<file path="config.mk">
export PLATFORM = sky130hd
export DESIGN_NAME = mem_arbiter_flat
export DESIGN_NICKNAME = d
export VERILOG_FILES = /design/src/rtl/cpu_types_pkg.sv /design/src/rtl/mem_arbiter_if.sv /design/src/rtl/mem_arbiter.sv /design/src/flat_wrapper.sv
export SDC_FILE = /design/constraint.sdc
export NUM_CORES = 1
export LEC_CHECK = 0
export ABC_CLOCK_PERIOD_IN_PS = 1800
export BUFFER_PORTS_ARGS = -buffer_cell sky130_fd_sc_hd__buf_2
export CORE_AREA = 2 2 126 128
export CTS_CLUSTER_DIAMETER = 40
export DETAILED_ROUTE_END_ITERATION = 7
export DIE_AREA = 0 0 128 130
export MAX_ROUTING_LAYER = met4
export SLEW_MARGIN = 40
export SYNTH_ARGS = -nofsm -noshare
export SYNTH_HDL_FRONTEND = slang
export SYNTH_SLANG_ARGS = --single-unit
</file>
<file path="constraint.sdc">
create_clock -name CLK -period 1.8 [get_ports CLK]
set_clock_uncertainty 0.1 [all_clocks]
set_input_delay 0.45 -clock CLK [delete_from_list [all_inputs] [get_ports CLK]]
set_output_delay 0.45 -clock CLK [all_outputs]
set_load 0.02 [all_outputs]
</file>
<file path="src/rtl/cpu_types_pkg.sv">
// rtl/cpu_types_pkg.sv - shared CPU/memory types: word, RAM state, arbiter state
package cpu_types_pkg;
   typedef logic [31:0] word_t;

   typedef enum logic [1:0] {
      FREE   = 2'd0,
      BUSY   = 2'd1,
      ACCESS = 2'd2,
      ERROR  = 2'd3
   } ramstate_t;

   typedef enum logic [1:0] {
      IDLE   = 2'd0,
      IGRANT = 2'd1,
      DGRANT = 2'd2
   } arb_state_t;
endpackage

</file>
<file path="src/rtl/mem_arbiter_if.sv">
// rtl/mem_arbiter_if.sv - cache request ports and RAM port seen by the memory arbiter
interface mem_arbiter_if;
   import cpu_types_pkg::*;

   logic      iREN;
   word_t     iaddr;
   logic      iwait;
   word_t     iload;
   logic      dREN;
   logic      dWEN;
   word_t     daddr;
   word_t     dstore;
   logic      dwait;
   word_t     dload;
   logic      ramREN;
   logic      ramWEN;
   word_t     ramaddr;
   word_t     ramstore;
   word_t     ramload;
   ramstate_t ramstate;

   // slave: the arbiter itself; master: the caches and RAM around it
   modport slave (
      input  iREN, iaddr, dREN, dWEN, daddr, dstore, ramload, ramstate,
      output iwait, iload, dwait, dload, ramREN, ramWEN, ramaddr, ramstore
   );

   modport master (
      output iREN, iaddr, dREN, dWEN, daddr, dstore, ramload, ramstate,
      input  iwait, iload, dwait, dload, ramREN, ramWEN, ramaddr, ramstore
   );
endinterface

</file>
<file path="src/rtl/mem_arbiter.sv">
// rtl/mem_arbiter.sv - arbitrates icache/dcache requests onto the single RAM port
module mem_arbiter
   import cpu_types_pkg::*;
#(
   parameter int D_STREAK = 4
) (
   input logic          CLK,
   input logic          RST,
   mem_arbiter_if.slave bus
);
   localparam int SW = $clog2(D_STREAK + 1);
   localparam logic [SW-1:0] STREAK_MAX = SW'(D_STREAK);

   arb_state_t    state;
   logic [SW-1:0] streak;
   word_t         lat_addr;
   word_t         lat_data;
   logic          lat_wr;

   logic d_req, i_force, access, i_abort, d_abort, i_ack, d_ack;

   always_comb begin
      d_req   = bus.dREN | bus.dWEN;
      i_force = bus.iREN && (streak == STREAK_MAX);
      access  = (bus.ramstate == ACCESS);
      // only reads may be abandoned; a latched write always runs to completion
      i_abort = (state == IGRANT) && !bus.iREN;
      d_abort = (state == DGRANT) && !lat_wr && !bus.dREN;
      i_ack   = (state == IGRANT) && !i_abort && access;
      d_ack   = (state == DGRANT) && !d_abort && access;
   end

   always_ff @(posedge CLK) begin
      if (RST) begin
         state    <= IDLE;
         streak   <= '0;
         lat_addr <= '0;
         lat_data <= '0;
         lat_wr   <= 1'b0;
      end else begin
         unique case (state)
            IDLE: begin
               if (d_req && !i_force) begin
                  lat_addr <= bus.daddr;
                  lat_data <= bus.dstore;
                  lat_wr   <= bus.dWEN;
                  state    <= DGRANT;
                  if (!bus.iREN)
                     streak <= '0;
                  else if (streak != STREAK_MAX)
                     streak <= streak + 1'b1;
               end else if (bus.iREN) begin
                  lat_addr <= bus.iaddr;
                  lat_data <= '0;
                  lat_wr   <= 1'b0;
                  state    <= IGRANT;
                  streak   <= '0;
               end else begin
                  streak <= '0;
               end
            end
            IGRANT: if (i_abort || access) state <= IDLE;
            DGRANT: if (d_abort || access) state <= IDLE;
            default: state <= IDLE;
         endcase
      end
   end

   always_comb begin
      bus.ramREN   = (state == IGRANT) || ((state == DGRANT) && !lat_wr);
      bus.ramWEN   = (state == DGRANT) && lat_wr;
      bus.ramaddr  = (state != IDLE) ? lat_addr : '0;
      bus.ramstore = ((state == DGRANT) && lat_wr) ? lat_data : '0;
      bus.iwait    = !i_ack;
      bus.dwait    = !d_ack;
      bus.iload    = i_ack ? bus.ramload : '0;
      bus.dload    = (d_ack && !lat_wr) ? bus.ramload : '0;
   end
endmodule

</file>
<file path="src/flat_wrapper.sv">
// flat-port wrapper written by rule: the top's interface ports become plain ports
module mem_arbiter_flat import cpu_types_pkg::*;
#(
   parameter int D_STREAK = 4
)
  (CLK, RST, bus_iREN, bus_iaddr, bus_dREN, bus_dWEN, bus_daddr, bus_dstore, bus_ramload, bus_ramstate, bus_iwait, bus_iload, bus_dwait, bus_dload, bus_ramREN, bus_ramWEN, bus_ramaddr, bus_ramstore);
  mem_arbiter_if bus_i ();
  input logic CLK;
  input logic RST;
  input wire logic [$bits(bus_i.iREN)-1:0] bus_iREN;
  input wire logic [$bits(bus_i.iaddr)-1:0] bus_iaddr;
  input wire logic [$bits(bus_i.dREN)-1:0] bus_dREN;
  input wire logic [$bits(bus_i.dWEN)-1:0] bus_dWEN;
  input wire logic [$bits(bus_i.daddr)-1:0] bus_daddr;
  input wire logic [$bits(bus_i.dstore)-1:0] bus_dstore;
  input wire logic [$bits(bus_i.ramload)-1:0] bus_ramload;
  input wire logic [$bits(bus_i.ramstate)-1:0] bus_ramstate;
  output wire logic [$bits(bus_i.iwait)-1:0] bus_iwait;
  output wire logic [$bits(bus_i.iload)-1:0] bus_iload;
  output wire logic [$bits(bus_i.dwait)-1:0] bus_dwait;
  output wire logic [$bits(bus_i.dload)-1:0] bus_dload;
  output wire logic [$bits(bus_i.ramREN)-1:0] bus_ramREN;
  output wire logic [$bits(bus_i.ramWEN)-1:0] bus_ramWEN;
  output wire logic [$bits(bus_i.ramaddr)-1:0] bus_ramaddr;
  output wire logic [$bits(bus_i.ramstore)-1:0] bus_ramstore;
  assign bus_i.iREN = bus_iREN;
  assign bus_i.iaddr = bus_iaddr;
  assign bus_i.dREN = bus_dREN;
  assign bus_i.dWEN = bus_dWEN;
  assign bus_i.daddr = bus_daddr;
  assign bus_i.dstore = bus_dstore;
  assign bus_i.ramload = bus_ramload;
  assign bus_i.ramstate = bus_ramstate;
  assign bus_iwait = bus_i.iwait;
  assign bus_iload = bus_i.iload;
  assign bus_dwait = bus_i.dwait;
  assign bus_dload = bus_i.dload;
  assign bus_ramREN = bus_i.ramREN;
  assign bus_ramWEN = bus_i.ramWEN;
  assign bus_ramaddr = bus_i.ramaddr;
  assign bus_ramstore = bus_i.ramstore;
  mem_arbiter #(.D_STREAK(D_STREAK)) u_core (.CLK(CLK), .RST(RST), .bus(bus_i));
endmodule
</file>
==> metrics.md, run 1 <==
| Metric | Value |
|---|---|
| Final worst path period share | `116%` |
| Chip height | `130 um` |
| Post-synthesis xor/xnor area fraction | `0%` |
| Crit path required time | `1.25 ns` |
| Reg2Reg Capture Point | `u_core.lat_addr[6]$_SDFFE_PP0P_` |
| Worst Tran Pin Value | `0.420 ns` |
| CTS root buffer | `clkbuf_16` |
| Initial DRC Count | `234` |
| GRT overflow | `0` |
| Pre-CTS setup slack | `-0.166 ns` |
| Synth Area in Compound Gates | `29.3%` |
| Drt via density | `~4.9` |
| Post-synth top cells | `70 x dfxtp_1, 65 x and2_1, 44 x clkbuf_1, 36 x a21oi_1, 36 x inv_1` |
| Peak VDD IR | `between 0.0003 and 0.0004 V` |
| RR Startpoint | `u_core.state[0]$_SDFFE_PP0P_` |
| Reg area | `approximately 0.0014 mm^2` |
| Max Freq | `480 MHz` |
| Syn-to-layout area delta | `81.1%` |
| Yosys reg bits | `70` |
| Fillcell total | `1442` |
| Count of cell types in the netlist | `33` |
| Hold Path Depth | `3` |
| CTS buffer count | `9` |
| Yosys top cell area share | `31.3%` |
| Unrepaired setup endpoints after global routing | `yes` |
| Sequential area share after synthesis | `31.3%` |
| Syn avg cell area | `between 8 and 9 um^2` |
| Initial antenna violation count | `0` |
| Wirelength, routed | `17300 um` |
| Delay-heaviest family, CP | `simple AND/OR/NAND/NOR gates` |
| Port Buffers | `about 270` |
| Crit-path cells | `nor2b_4, and4_4, clkbuf_16, and2_4, buf_6` |
| Clock sink count | `70` |
| Largest family of logic cells by synthesized area | `simple AND/OR/NAND/NOR gates` |
| Die ar. | `0.0166 mm^2` |
| Synth area leaders | `dfxtp_1 31%, o32ai_2 12%, and2_1 9.1%` |
| Post-synthesis simple-gate area fraction | `29.4%` |
| H-tree lvl count | `3` |
| Pwr/cell area | `roughly 650 mW/mm^2` |
| NetSw | `0.00160 W` |
| Status | `complete, but fails checks` |
| Hold WC Path Type | `input pin to flop` |
| Placer congestion estimate | `0.764` |
| Power after layout | `between 0.005 and 0.006 W` |
| Worst-path clk slew | `around 0.060 ns` |
| First-pass GRT wire length | `24100 um` |
| Placed insts | `approximately 950` |
| Setup TNS | `-35.19 ns` |
| Adder-Cell Fraction of Synth Area | `0.559%` |
| Sequential Power Share | `about a third` |
| Critical path's slowest cell | `dfxtp_4` |
| Hold Crit Start | `bus_daddr[13]` |
| P_int | `0.00370 W` |
| Crit. End Element | `primary output` |
| Via count | `4942` |
| Post-DP HPWL | `10300 um` |
| Die X | `128 um` |
| Final Slew Violations | `0` |
| Clock latency on the worst-skew pair | `between 0.3 and 0.4 ns` |
| Failing checks | `negative setup slack` |
| Worst Setup Slack, final | `-0.282 ns` |
| Most numerous cell in the Yosys netlist | `dfxtp_1` |
| Critical path arrival | `1.53 ns` |
| Fin crit period | `2.08 ns` |
| Ports | `267` |
| Core box area | `0.0154 mm^2` |
| Finished Layout Cells | `between 1000 and 1500` |
| Final setup violation count | `193` |
| # hold bufs at CTS | `0` |
| Levels on crit path | `5` |
| Site row count | `between 40 and 50` |
| Post-synthesis instance total | `525` |
| Prevailing post-synth register cell | `dfxtp_1` |
| CTS max path bufs | `2` |
| Global Route Usage Sum | `18.8%` |
| Leading area contributor after synthesis | `dfxtp_1` |
| WP buf/inv | `2` |
| Fin Hold WS | `between 0.2 and 0.3 ns` |
| Routed len/inst | `~17 um` |
| Reg2reg path depth | `9` |
| Critical path class | `flop to primary output` |
| Reg2Reg Setup Slack | `-0.11 ns` |
| Mux contribution to synthesized area | `0%` |
| Post-layout net count | `944` |
| DRT Pass-1 Iters | `4` |
| CTS tree | `done` |
| Layout cell share with drive strength beyond 1 | `61.9%` |
| Max stage delay on crit path | `between 0.3 and 0.4 ns` |
| Clock power frac | `33.3%` |
| Synth Net Count | `662` |
| Synthesized area | `0.00448 mm^2` |
| Antenna Nets Post-Route | `0` |
| Initial cell density of the core | `29.0%` |
| Slew headroom | `72.0%` |
| Post-synthesis async set-or-reset flop share | `0%` |
| Static Leakage | `~3.7 nW` |
| Synth warn | `0` |
| Crit-path max FO | `11` |
| Multi-input gate area | `0.00306 mm^2` |
| Post-synth EDFFs | `0` |
| Number of global-route vias before repair | `4659` |
| Max_cap viols | `0` |
| Largest net degree at the start of global routing | `43` |
| Net Sw Frac | `about 30%` |
| # DRC | `0` |
| Startpoint Class | `flop` |
| Comb power frac | `33.1%` |
| Final hold vios | `0` |
| WHS Endpoint | `u_core.lat_addr[13]$_SDFFE_PP0P_` |
==> registers in the layout, indices dropped and copies added, names as in the netlist <==
name and flops:
u_core.lat_addr 32, u_core.lat_data 32, u_core.streak 3, u_core.state 2
u_core.lat_wr 1
==> power groups by stage <==
| stage | sequential (W) | clock [W] | combinational (W) |
|---|---|---|---|
| global placement | 0.00180 | 0 | 0.00123 |
| global route | 0.00180 | 0.00189 | 0.00187 |
| finish | 0.00178 | 0.00177 | 0.00175 |
| CTS | 0.00177 | 0.00184 | 0.00148 |
| floorplan | 0.00179 | 0 | 0.000796 |
| detailed placement | 0.00180 | 0 | 0.00123 |
==> per-stage QoR <==
step / utilization [%] / cell area, um^2
after floorplan: - / 4670
after global placement: 41.1 / 6340
after detailed placement: 41.1 / 6340
after CTS: 46.9 / 7240
after global routing: 52.6 / 8110
final: 52.6 / 8110
==> routing by layer <==
metal / GRT usage [%] / vias up / part of all wire (%)
li1: - / 2425 / -
met1: 22.3 / 2344 / 43
met2: 32.6 / 154 / 51
met3: 3.98 / 19 / 4.3
met4: 5.30 / 0 / 1.1
met5: - / - / 0
==> cell usage in the layout (no fill, tap or decap), types with 19 or more instances in the layout <==
master | synthesis | final
nor2b_4 | 0 | 27
dfxtp_1 | 70 | 68
buf_6 | 7 | 100
buf_2 | 7 | 155
nand3_1 | 34 | 32
and2_4 | 1 | 55
o21ai_0 | 35 | 35
nand2b_1 | 34 | 34
buf_4 | 0 | 41
o32ai_2 | 33 | 32
and3_1 | 33 | 33
inv_1 | 36 | 35
a311oi_2 | 17 | 19
a21oi_1 | 36 | 36
==> cells by family after synthesis <==
| group | Yosys count |
|---|---|
| adder cells (fa/ha/maj) | 2 |
| AO/OA/AOI/OAI | 140 |
| flip-flops | 70 |
| buffers and inverters | 97 |
| AND/OR/NAND/NOR | 216 |
==> repair_timing <==
item | in CTS | in global routing
gates cloned | 5 | 12
gates resized for setup | 119 | 181
setup buffers | 12 | 12
setup endpoints to repair | 132 | 193
pin swaps | 0 | 14
==> how the worst max path moves through the flow <==
| stage | from | slack, ns | to |
|---|---|---|---|
| 2_1_floorplan | u_core.state[0]$_SDFFE_PP0P_ | -0.07 | bus_ramaddr[23] |
| 3_3_place_gp | bus_ramstate[0] | -0.14 | bus_iload[19] |
| 3_5_place_dp | bus_ramstate[0] | -0.17 | bus_iload[2] |
| 4_1_cts | u_core.state[1]$_SDFFE_PP0P_ | -0.33 | bus_dload[4] |
| 5_1_grt | u_core.state[0]$_SDFFE_PP0P_ | -0.34 | bus_ramaddr[22] |
| 6_report | u_core.state[1]$_SDFFE_PP0P_ | -0.28 | bus_dload[23] |
==> final cells by class <==
type	instances	area share, %
Clock buffer	10	2.82
Timing Repair Buffer	332	36.7
Multi-Input combinational cell	358	37.7
Tap cell	192	2.96
Clock inverter	6	0.756
Sequential cell	70	17.4
Antenna cell	1	0.0308
Inverter	36	1.67
==> worst reg2reg max path, delay by kind of cell (launching register included) <==
kind	cells	cell delay (ns)
AO/OA/AOI/OAI	1	0.09
buffers and inverters	6	0.82
flip-flops	1	0.36
AND/OR/NAND/NOR	2	0.42
Note: power is estimated with default switching activity, not from simulation.
==> inputs of run 2 (changes only) <==
--- a/config.mk
+++ b/config.mk
@@ -5,7 +5,7 @@
 export SDC_FILE = /design/constraint.sdc
 export NUM_CORES = 1
 export LEC_CHECK = 0
-export ABC_CLOCK_PERIOD_IN_PS = 1800
+export ABC_CLOCK_PERIOD_IN_PS = 2700
 export BUFFER_PORTS_ARGS = -buffer_cell sky130_fd_sc_hd__buf_2
 export CORE_AREA = 2 2 126 128
 export CTS_CLUSTER_DIAMETER = 40
==> constraint.sdc (replaced) <==
create_clock -name CLK -period 2.7 [get_ports CLK]
set_clock_uncertainty 0.1 [all_clocks]
set_input_delay 0.675 -clock CLK [delete_from_list [all_inputs] [get_ports CLK]]
set_output_delay 0.675 -clock CLK [all_outputs]
set_load 0.02 [all_outputs]
==> run 2 against run 1 <==
Compared with the run above:
- the run now ends clean
- critical path depth is the same
- core utilization is 12 points lower
- cell count fell by 5.0%
- flip-flop and latch count unchanged
- sequential power shrank 33%
- routed wire length decreased by 19%
- via count fell by 6.9%
- non-clock buffer count down 49
- global-route usage decreased by 1.6 points
- clock power is 39% lower
- die area is the same
==> metrics.md, run 2 (same netlist as run 1, synthesis figures left out) <==
| Metric | Value |
|---|---|
| Status | `complete, no violations (was complete, but fails checks)` |
| Port Buffers | `266 (unchanged)` |
| Placer congestion estimate | `0.751 (was 0.764)` |
| Placed insts | `939 (was 952)` |
| Fin Hold WS | `0.385 ns (was 0.290 ns)` |
| # DRC | `0 (unchanged)` |
| Clock sink count | `70 (unchanged)` |
| Crit. End Element | `primary output (unchanged)` |
| Reg area | `0.00140 mm^2 (was 0.00141 mm^2)` |
| Crit path required time | `1.92 ns (was 1.25 ns)` |
| Ports | `267 (unchanged)` |
| GRT overflow | `0 (unchanged)` |
| Worst-path clk slew | `0.05 ns (was 0.06 ns)` |
| Setup TNS | `0 ns (was -35.19 ns)` |
| Slew headroom | `58.4% (was 72.0%)` |
| Critical path class | `flop to primary output (unchanged)` |
| Top flop regs | `u_core.lat_addr x32, u_core.lat_data x32, u_core.streak x3 (unchanged)` |
| N_diodes | `0 (was 1)` |
| Largest net degree at the start of global routing | `65 (was 43)` |
| Unrepaired setup endpoints after global routing | `no (was yes)` |
| Syn-to-layout area delta | `40.5% (was 81.1%)` |
| Multi-input gate area | `0.00267 mm^2 (was 0.00306 mm^2)` |
| Site row count | `46 (unchanged)` |
| CTS max path bufs | `2 (unchanged)` |
| Max Freq | `405 MHz` |
| Wirelength, routed | `14100 um (was 17300 um)` |
| Finished Layout Cells | `955 (was 1005)` |
| Number of global-route vias before repair | `4334 (was 4659)` |
| Highest-count cells in the layout ignoring fill and taps | `265 x buf_2, 69 x dfxtp_1, 65 x and2_1 (was 155 x buf_2, 100 x buf_6, 68 x dfxtp_1)` |
| Static Leakage | `3.07 nW (was 3.70 nW)` |
| Initial antenna violation count | `0 (unchanged)` |
| Fillcell total | `1563 (was 1442)` |
| Peak VDD IR | `0.000411 V (was 0.000395 V)` |
| Fin crit period | `2.47 ns` |
| Die X | `128 um (unchanged)` |
| RR Startpoint | `u_core.state[0]$_SDFFE_PP0P_ (unchanged)` |
| Final hold vios | `0 (unchanged)` |
| Final setup violation count | `0 (was 193)` |
| Final Slew Violations | `0 (unchanged)` |
| Core box area | `0.0154 mm^2 (unchanged)` |
| Startpoint Class | `flop (unchanged)` |
| Initial cell density of the core | `29.0% (unchanged)` |
| DRT Pass-1 Iters | `6 (was 4)` |
| Post-CTS sizing | `0 (was 119)` |
| Global Route Usage Sum | `17.2% (was 18.8%)` |
| # hold bufs at CTS | `0 (unchanged)` |
| Layout cell share with drive strength beyond 1 | `46.5% (was 61.9%)` |
| First-pass GRT wire length | `22200 um (was 24100 um)` |
| Post-layout net count | `895 (was 944)` |
| Worst Tran Pin Value | `0.623 ns (was 0.420 ns)` |
| Drt via density | `4.82 (was 4.92)` |
| Final worst path period share | `91.5%` |
| H-tree lvl count | `3 (unchanged)` |
| CTS tree | `done (unchanged)` |
| Post-DP HPWL | `9690 um (was 10300 um)` |
| Die ar. | `0.0166 mm^2 (unchanged)` |
| Clock latency on the worst-skew pair | `0.33 ns (was 0.34 ns)` |
| Commonest non-fill, non-tap cell in the layout | `buf_2 (unchanged)` |
| CP Launch Point | `u_core.state[0]$_SDFFE_PP0P_ (was u_core.state[1]$_SDFFE_PP0P_)` |
| Number of setup buffers added after CTS | `0 (was 12)` |
| Routed len/inst | `14.7 um (was 17.2 um)` |
| Hold WC Path Type | `flop to flop (was input pin to flop)` |
| CTS buffer count | `9 (unchanged)` |
| CTS root buffer | `clkbuf_16 (unchanged)` |
| Initial DRC Count | `231 (was 234)` |
| Antenna Nets Post-Route | `0 (unchanged)` |
| Critical path arrival | `1.70 ns (was 1.53 ns)` |
| Hold Crit Start | `u_core.lat_data[3]$_SDFFE_PP0P_ (was bus_daddr[13])` |
| Power after layout | `0.00302 W (was 0.00530 W)` |
| Chip height | `130 um (unchanged)` |
| Max_cap viols | `0 (unchanged)` |
| Pwr/cell area | `480 mW/mm^2 (was 653 mW/mm^2)` |
| Via count | `4599 (was 4942)` |
| Crit-path max FO | `32 (was 11)` |
-- run 2: cell count changes in the layout (fill, tap and decap cells not counted), moves of 32 or more --
| cell | before | now |
|---|---|---|
| buf_2 | 155 | 265 |
| buf_6 | 100 | 0 |
| and2_1 | 1 | 65 |
| and2_4 | 55 | 1 |
| buf_4 | 41 | 9 |
-- run 2: cell type report --
class	instances	share of cell area, %
Timing Repair Buffer	283	25.0
Sequential cell	70	22.3
Inverter	36	2.15
Multi-Input combinational cell	358	42.4
Clock buffer	12	3.92
Tap cell	192	3.82
Clock inverter	4	0.358
-- run 2: worst max-delay path: stages (launching register included) --
cell	delay [ns]
dfxtp_1	0.57
nor2b_2	0.09
and4_1	0.23
buf_12	0.16
and2_1	0.16
buf_2	0.15
-- run 2: power by group --
part | total, W | switching [W] | internal, W | leakage [nW]
registers | 0.00119 | 0.0000483 | 0.00114 | 0.580
clock network | 0.00108 | 0.000442 | 0.000642 | 0.132
logic | 0.000750 | 0.000426 | 0.000324 | 2.36
total | 0.00302 | 0.000916 | 0.00210 | 3.07
-- run 2: through the flow --
step	worst slack, ns	util (%)	instance area, um^2
final	0.230	40.8	6290
after global placement	0.258	38.8	5980
after CTS	0.0514	40.8	6290
after detailed placement	0.241	39.0	6020
after global routing	0.0883	40.8	6290
after floorplan	0.300	-	4480
-- run 2: worst paths after layout --
path | cells past startpoint | slack [ns] | to
setup / recovery | 5 | 0.23 | bus_dload[27]
hold / removal | 2 | 0.39 | u_core.lat_data[3]$_SDFFE_PP0P_
setup reg to reg | 5 | 0.87 | u_core.lat_addr[4]$_SDFFE_PP0P_
hold reg to reg | 2 | 0.39 | u_core.lat_data[3]$_SDFFE_PP0P_
-- run 2: metal layers --
layer	vias to the layer above	global-route usage (%)	share of wire, %
met5	-	-	0
met2	164	29.0	49
met4	0	4.27	1.0
met1	2111	20.2	44
li1	2314	-	-
met3	10	5.17	6.3
==> inputs of run 3 (changes only) <==
--- a/config.mk
+++ b/config.mk
@@ -5,12 +5,13 @@
 export SDC_FILE = /design/constraint.sdc
 export NUM_CORES = 1
 export LEC_CHECK = 0
+export ABC_AREA = 1
 export ABC_CLOCK_PERIOD_IN_PS = 2700
 export BUFFER_PORTS_ARGS = -buffer_cell sky130_fd_sc_hd__buf_2
-export CORE_AREA = 2 2 126 128
+export CORE_AREA = 2 2 118 120
 export CTS_CLUSTER_DIAMETER = 40
 export DETAILED_ROUTE_END_ITERATION = 7
-export DIE_AREA = 0 0 128 130
+export DIE_AREA = 0 0 120 122
 export MAX_ROUTING_LAYER = met4
 export SLEW_MARGIN = 40
 export SYNTH_ARGS = -nofsm -noshare
==> run 3 against run 2 <==
Compared with the run above:
- synthesized cell count grew 29%
- non-clock buffer count shrank 7
- sequential share of layout area grew 2.0 points
- core utilization grew 1.9 points
- routed wire length shrank 13%
- maximum frequency grew 0.66%
- critical path type unchanged
- critical endpoint is now bus_ramstore[12]
==> metrics.md, run 3 <==
| Metric | Value |
|---|---|
| Hold WC Path Type | `flop to flop (unchanged)` |
| Static Leakage | `3.48 nW (was 3.07 nW)` |
| Core box area | `0.0135 mm^2 (was 0.0154 mm^2)` |
| CP dominant cell by count | `nor2_2` |
| Slew headroom | `66.6% (was 58.4%)` |
| Startpoint Class | `flop (unchanged)` |
| Post-DP HPWL | `9070 um (was 9690 um)` |
| Layout cell share with drive strength beyond 1 | `32.8% (was 46.5%)` |
| Drt via density | `4.14 (was 4.82)` |
| Placed insts | `1095 (was 939)` |
| Ports | `267 (unchanged)` |
| Critical path class | `flop to primary output (unchanged)` |
| Synth Net Count | `816 (was 662)` |
| CTS root buffer | `clkbuf_16 (unchanged)` |
| Reg2Reg Setup Slack | `0.78 ns (was 0.87 ns)` |
| Clock latency on the worst-skew pair | `0.32 ns (was 0.33 ns)` |
| Critical path arrival | `1.68 ns (was 1.70 ns)` |
| N_diodes | `0 (unchanged)` |
| Sequential area share after synthesis | `35.6% (was 31.3%)` |
| Sequential Power Share | `35.8% (was 39.3%)` |
| Worst-path clk slew | `0.05 ns (about the same)` |
| Yosys top cell area share | `35.6% (was 31.3%)` |
| Synth warn | `0 (unchanged)` |
| Crit. End Element | `primary output (unchanged)` |
| Max stage delay on crit path | `0.39 ns (was 0.57 ns)` |
| # DRC | `0 (unchanged)` |
| Largest net degree at the start of global routing | `40 (was 65)` |
| CTS tree | `done (unchanged)` |
| Final worst path period share | `90.9% (was 91.5%)` |
| Clock sink count | `70 (unchanged)` |
| Crit-path cells | `inv_1, nor2_2, inv_2, nor2_2, inv_4, nor2_1, buf_2 (was nor2b_2, and4_1, buf_12, and2_1, buf_2)` |
| Util after Layout | `42.7% (was 40.8%)` |
| CTS max path bufs | `2 (unchanged)` |
| Comb power frac | `22.0% (was 24.8%)` |
| Post-layout net count | `1063 (was 895)` |
| DRT Pass-1 Iters | `4 (was 6)` |
| Number of setup buffers added after CTS | `0 (unchanged)` |
| Synthesized area | `0.00394 mm^2 (was 0.00448 mm^2)` |
| Die ar. | `0.0146 mm^2 (was 0.0166 mm^2)` |
| Worst Tran Pin Value | `0.500 ns (was 0.623 ns)` |
| Pwr/cell area | `572 mW/mm^2 (was 480 mW/mm^2)` |
| Commonest non-fill, non-tap cell in the layout | `buf_2 (unchanged)` |
| Placed instance area | `0.00541 mm^2 (was 0.00602 mm^2)` |
| Multi-input gate area | `0.00180 mm^2 (was 0.00267 mm^2)` |
| Post-synthesis async set-or-reset flop share | `0% (unchanged)` |
| P_int | `0.00236 W (was 0.00210 W)` |
| Chip height | `122 um (was 130 um)` |
| Syn-to-layout area delta | `46.6% (was 40.5%)` |
| Count of cell types in the netlist | `22 (was 33)` |
| Crit-path max FO | `32 (unchanged)` |
| Port Buffers | `266 (unchanged)` |
| Final Slew Violations | `0 (unchanged)` |
| Initial cell density of the core | `29.1% (was 29.0%)` |
| NetSw | `0.000940 W (was 0.000916 W)` |
| Final hold vios | `0 (unchanged)` |
| Via count | `4605 (was 4599)` |
| Number of global-route vias before repair | `3952 (was 4334)` |
| Final instance area | `0.00577 mm^2 (was 0.00629 mm^2)` |
| Antenna Nets Post-Route | `0 (unchanged)` |
| CTS buffer count | `9 (unchanged)` |
| Post-synthesis instance total | `679 (was 525)` |
| Fillcell total | `1531 (was 1563)` |
| Initial DRC Count | `190 (was 231)` |
| Fin crit period | `2.45 ns (was 2.47 ns)` |
| Clock power frac | `42.2% (was 35.9%)` |
| Finished Layout Cells | `1111 (was 955)` |
| Die X | `120 um (was 128 um)` |
| Wirelength, routed | `12200 um (was 14100 um)` |
| Synth area leaders | `dfxtp_1 36%, nand2_1 17%, inv_1 13% (was dfxtp_1 31%, o32ai_2 12%, and2_1 9.1%)` |
| Placer congestion estimate | `0.740 (was 0.751)` |
| Site row count | `43 (was 46)` |
| Yosys reg bits | `70 (unchanged)` |
| Syn avg cell area | `5.80 um^2 (was 8.53 um^2)` |
| First-pass GRT wire length | `18700 um (was 22200 um)` |
| Unrepaired setup endpoints after global routing | `no (unchanged)` |
| Prevailing post-synth register cell | `dfxtp_1 (unchanged)` |
| Peak VDD IR | `0.000328 V (was 0.000411 V)` |
| Post-synth EDFFs | `0 (unchanged)` |
| # hold bufs at CTS | `0 (unchanged)` |
| Max_cap viols | `0 (unchanged)` |
| Most numerous cell in the Yosys netlist | `nand2_1 (was dfxtp_1)` |
| Reg area | `0.00140 mm^2 (about the same)` |
| GRT overflow | `0 (unchanged)` |
| Net Sw Frac | `28.5% (was 30.3%)` |
| Routed len/inst | `11.0 um (was 14.7 um)` |
| Final setup violation count | `0 (unchanged)` |
| Leading area contributor after synthesis | `dfxtp_1 (unchanged)` |
| Post-CTS sizing | `0 (unchanged)` |
| Status | `complete, no violations (unchanged)` |
| Max Freq | `408 MHz (was 405 MHz)` |
| Setup TNS | `0 ns (unchanged)` |
| Highest-count cells in the layout ignoring fill and taps | `266 x buf_2, 173 x nand2_1, 137 x inv_1 (was 265 x buf_2, 69 x dfxtp_1, 65 x and2_1)` |
| Global Route Usage Sum | `16.2% (was 17.2%)` |
| Crit path required time | `1.92 ns (about the same)` |
| Critical path's slowest cell | `dfxtp_1 (unchanged)` |
| H-tree lvl count | `3 (unchanged)` |
| Initial antenna violation count | `0 (unchanged)` |
| Top flop regs | `u_core.lat_addr x32, u_core.lat_data x32, u_core.streak x3 (unchanged)` |
| Power after layout | `0.00330 W (was 0.00302 W)` |
| Post-synth top cells | `173 x nand2_1, 137 x inv_1, 131 x nor2_1, 70 x a21oi_1, 70 x dfxtp_1 (was 70 x dfxtp_1, 65 x and2_1, 44 x clkbuf_1, 36 x a21oi_1, 36 x inv_1)` |
-- run 3: logic make-up after synthesis --
kind of cell	share of synthesized area [%]
buffers and inverters	18.9
AOI/OAI and AO/OA	9.63
DFF	35.6
adders and majority gates	0.636
xor gates and xnor gates	0.223
and+or+nand+nor	35.0
-- run 3: path summary, 6_finish.rpt --
| check | startpoint | to | depth (start not counted) |
|---|---|---|---|
| worst max register to register | u_core.state[0]$_SDFFE_PP0P_ | u_core.lat_addr[23]$_SDFFE_PP0P_ | 7 |
| worst min register to register | u_core.lat_data[19]$_SDFFE_PP0P_ | u_core.lat_data[19]$_SDFFE_PP0P_ | 2 |
| worst max-delay path | u_core.state[1]$_SDFFE_PP0P_ | bus_ramstore[12] | 7 |
| worst min-delay path | u_core.lat_data[19]$_SDFFE_PP0P_ | u_core.lat_data[19]$_SDFFE_PP0P_ | 2 |
-- run 3: area by class of cell --
cell class / count / area share, %
multi-input cells: 425 / 31.2
repair buffers: 276 / 25.0
flip-flops and latches: 70 / 24.3
inverters: 144 / 9.41
clock buffers: 11 / 4.38
well taps: 180 / 3.90
clock inverters: 5 / 1.80
-- run 3: through the flow --
| stage | hold WS (ns) | worst slack, ns |
|---|---|---|
| after floorplan | 0.344 | 0.246 |
| after global placement | 0.353 | 0.321 |
| after detailed placement | 0.355 | 0.262 |
| after CTS | 0.364 | 0.118 |
| after global routing | 0.378 | 0.0570 |
| final | 0.363 | 0.246 |
-- run 3: power by group through the flow --
stage / logic [W] / registers (W) / clock network (W)
floorplan: 0.000495 / 0.00120 / 0
global placement: 0.000735 / 0.00120 / 0
detailed placement: 0.000736 / 0.00120 / 0
CTS: 0.000739 / 0.00118 / 0.00144
global route: 0.000829 / 0.00119 / 0.00149
finish: 0.000726 / 0.00118 / 0.00139
-- run 3: layer usage --
metal,wire (um),share of wire [%],GRT usage (%),vias up
li1,-,-,-,2481
met1,5660,46,20.5,1954
met2,5610,46,25.9,159
met3,823,6.7,3.89,11
met4,129,1.1,4.41,0
met5,0,0,-,-
-- run 3: critical path: cells and delay by family, from the launching register on --
family | cells | cell delay, ns
buffers and inverters | 4 | 0.49
and+or+nand+nor | 3 | 0.47
DFF | 1 | 0.39
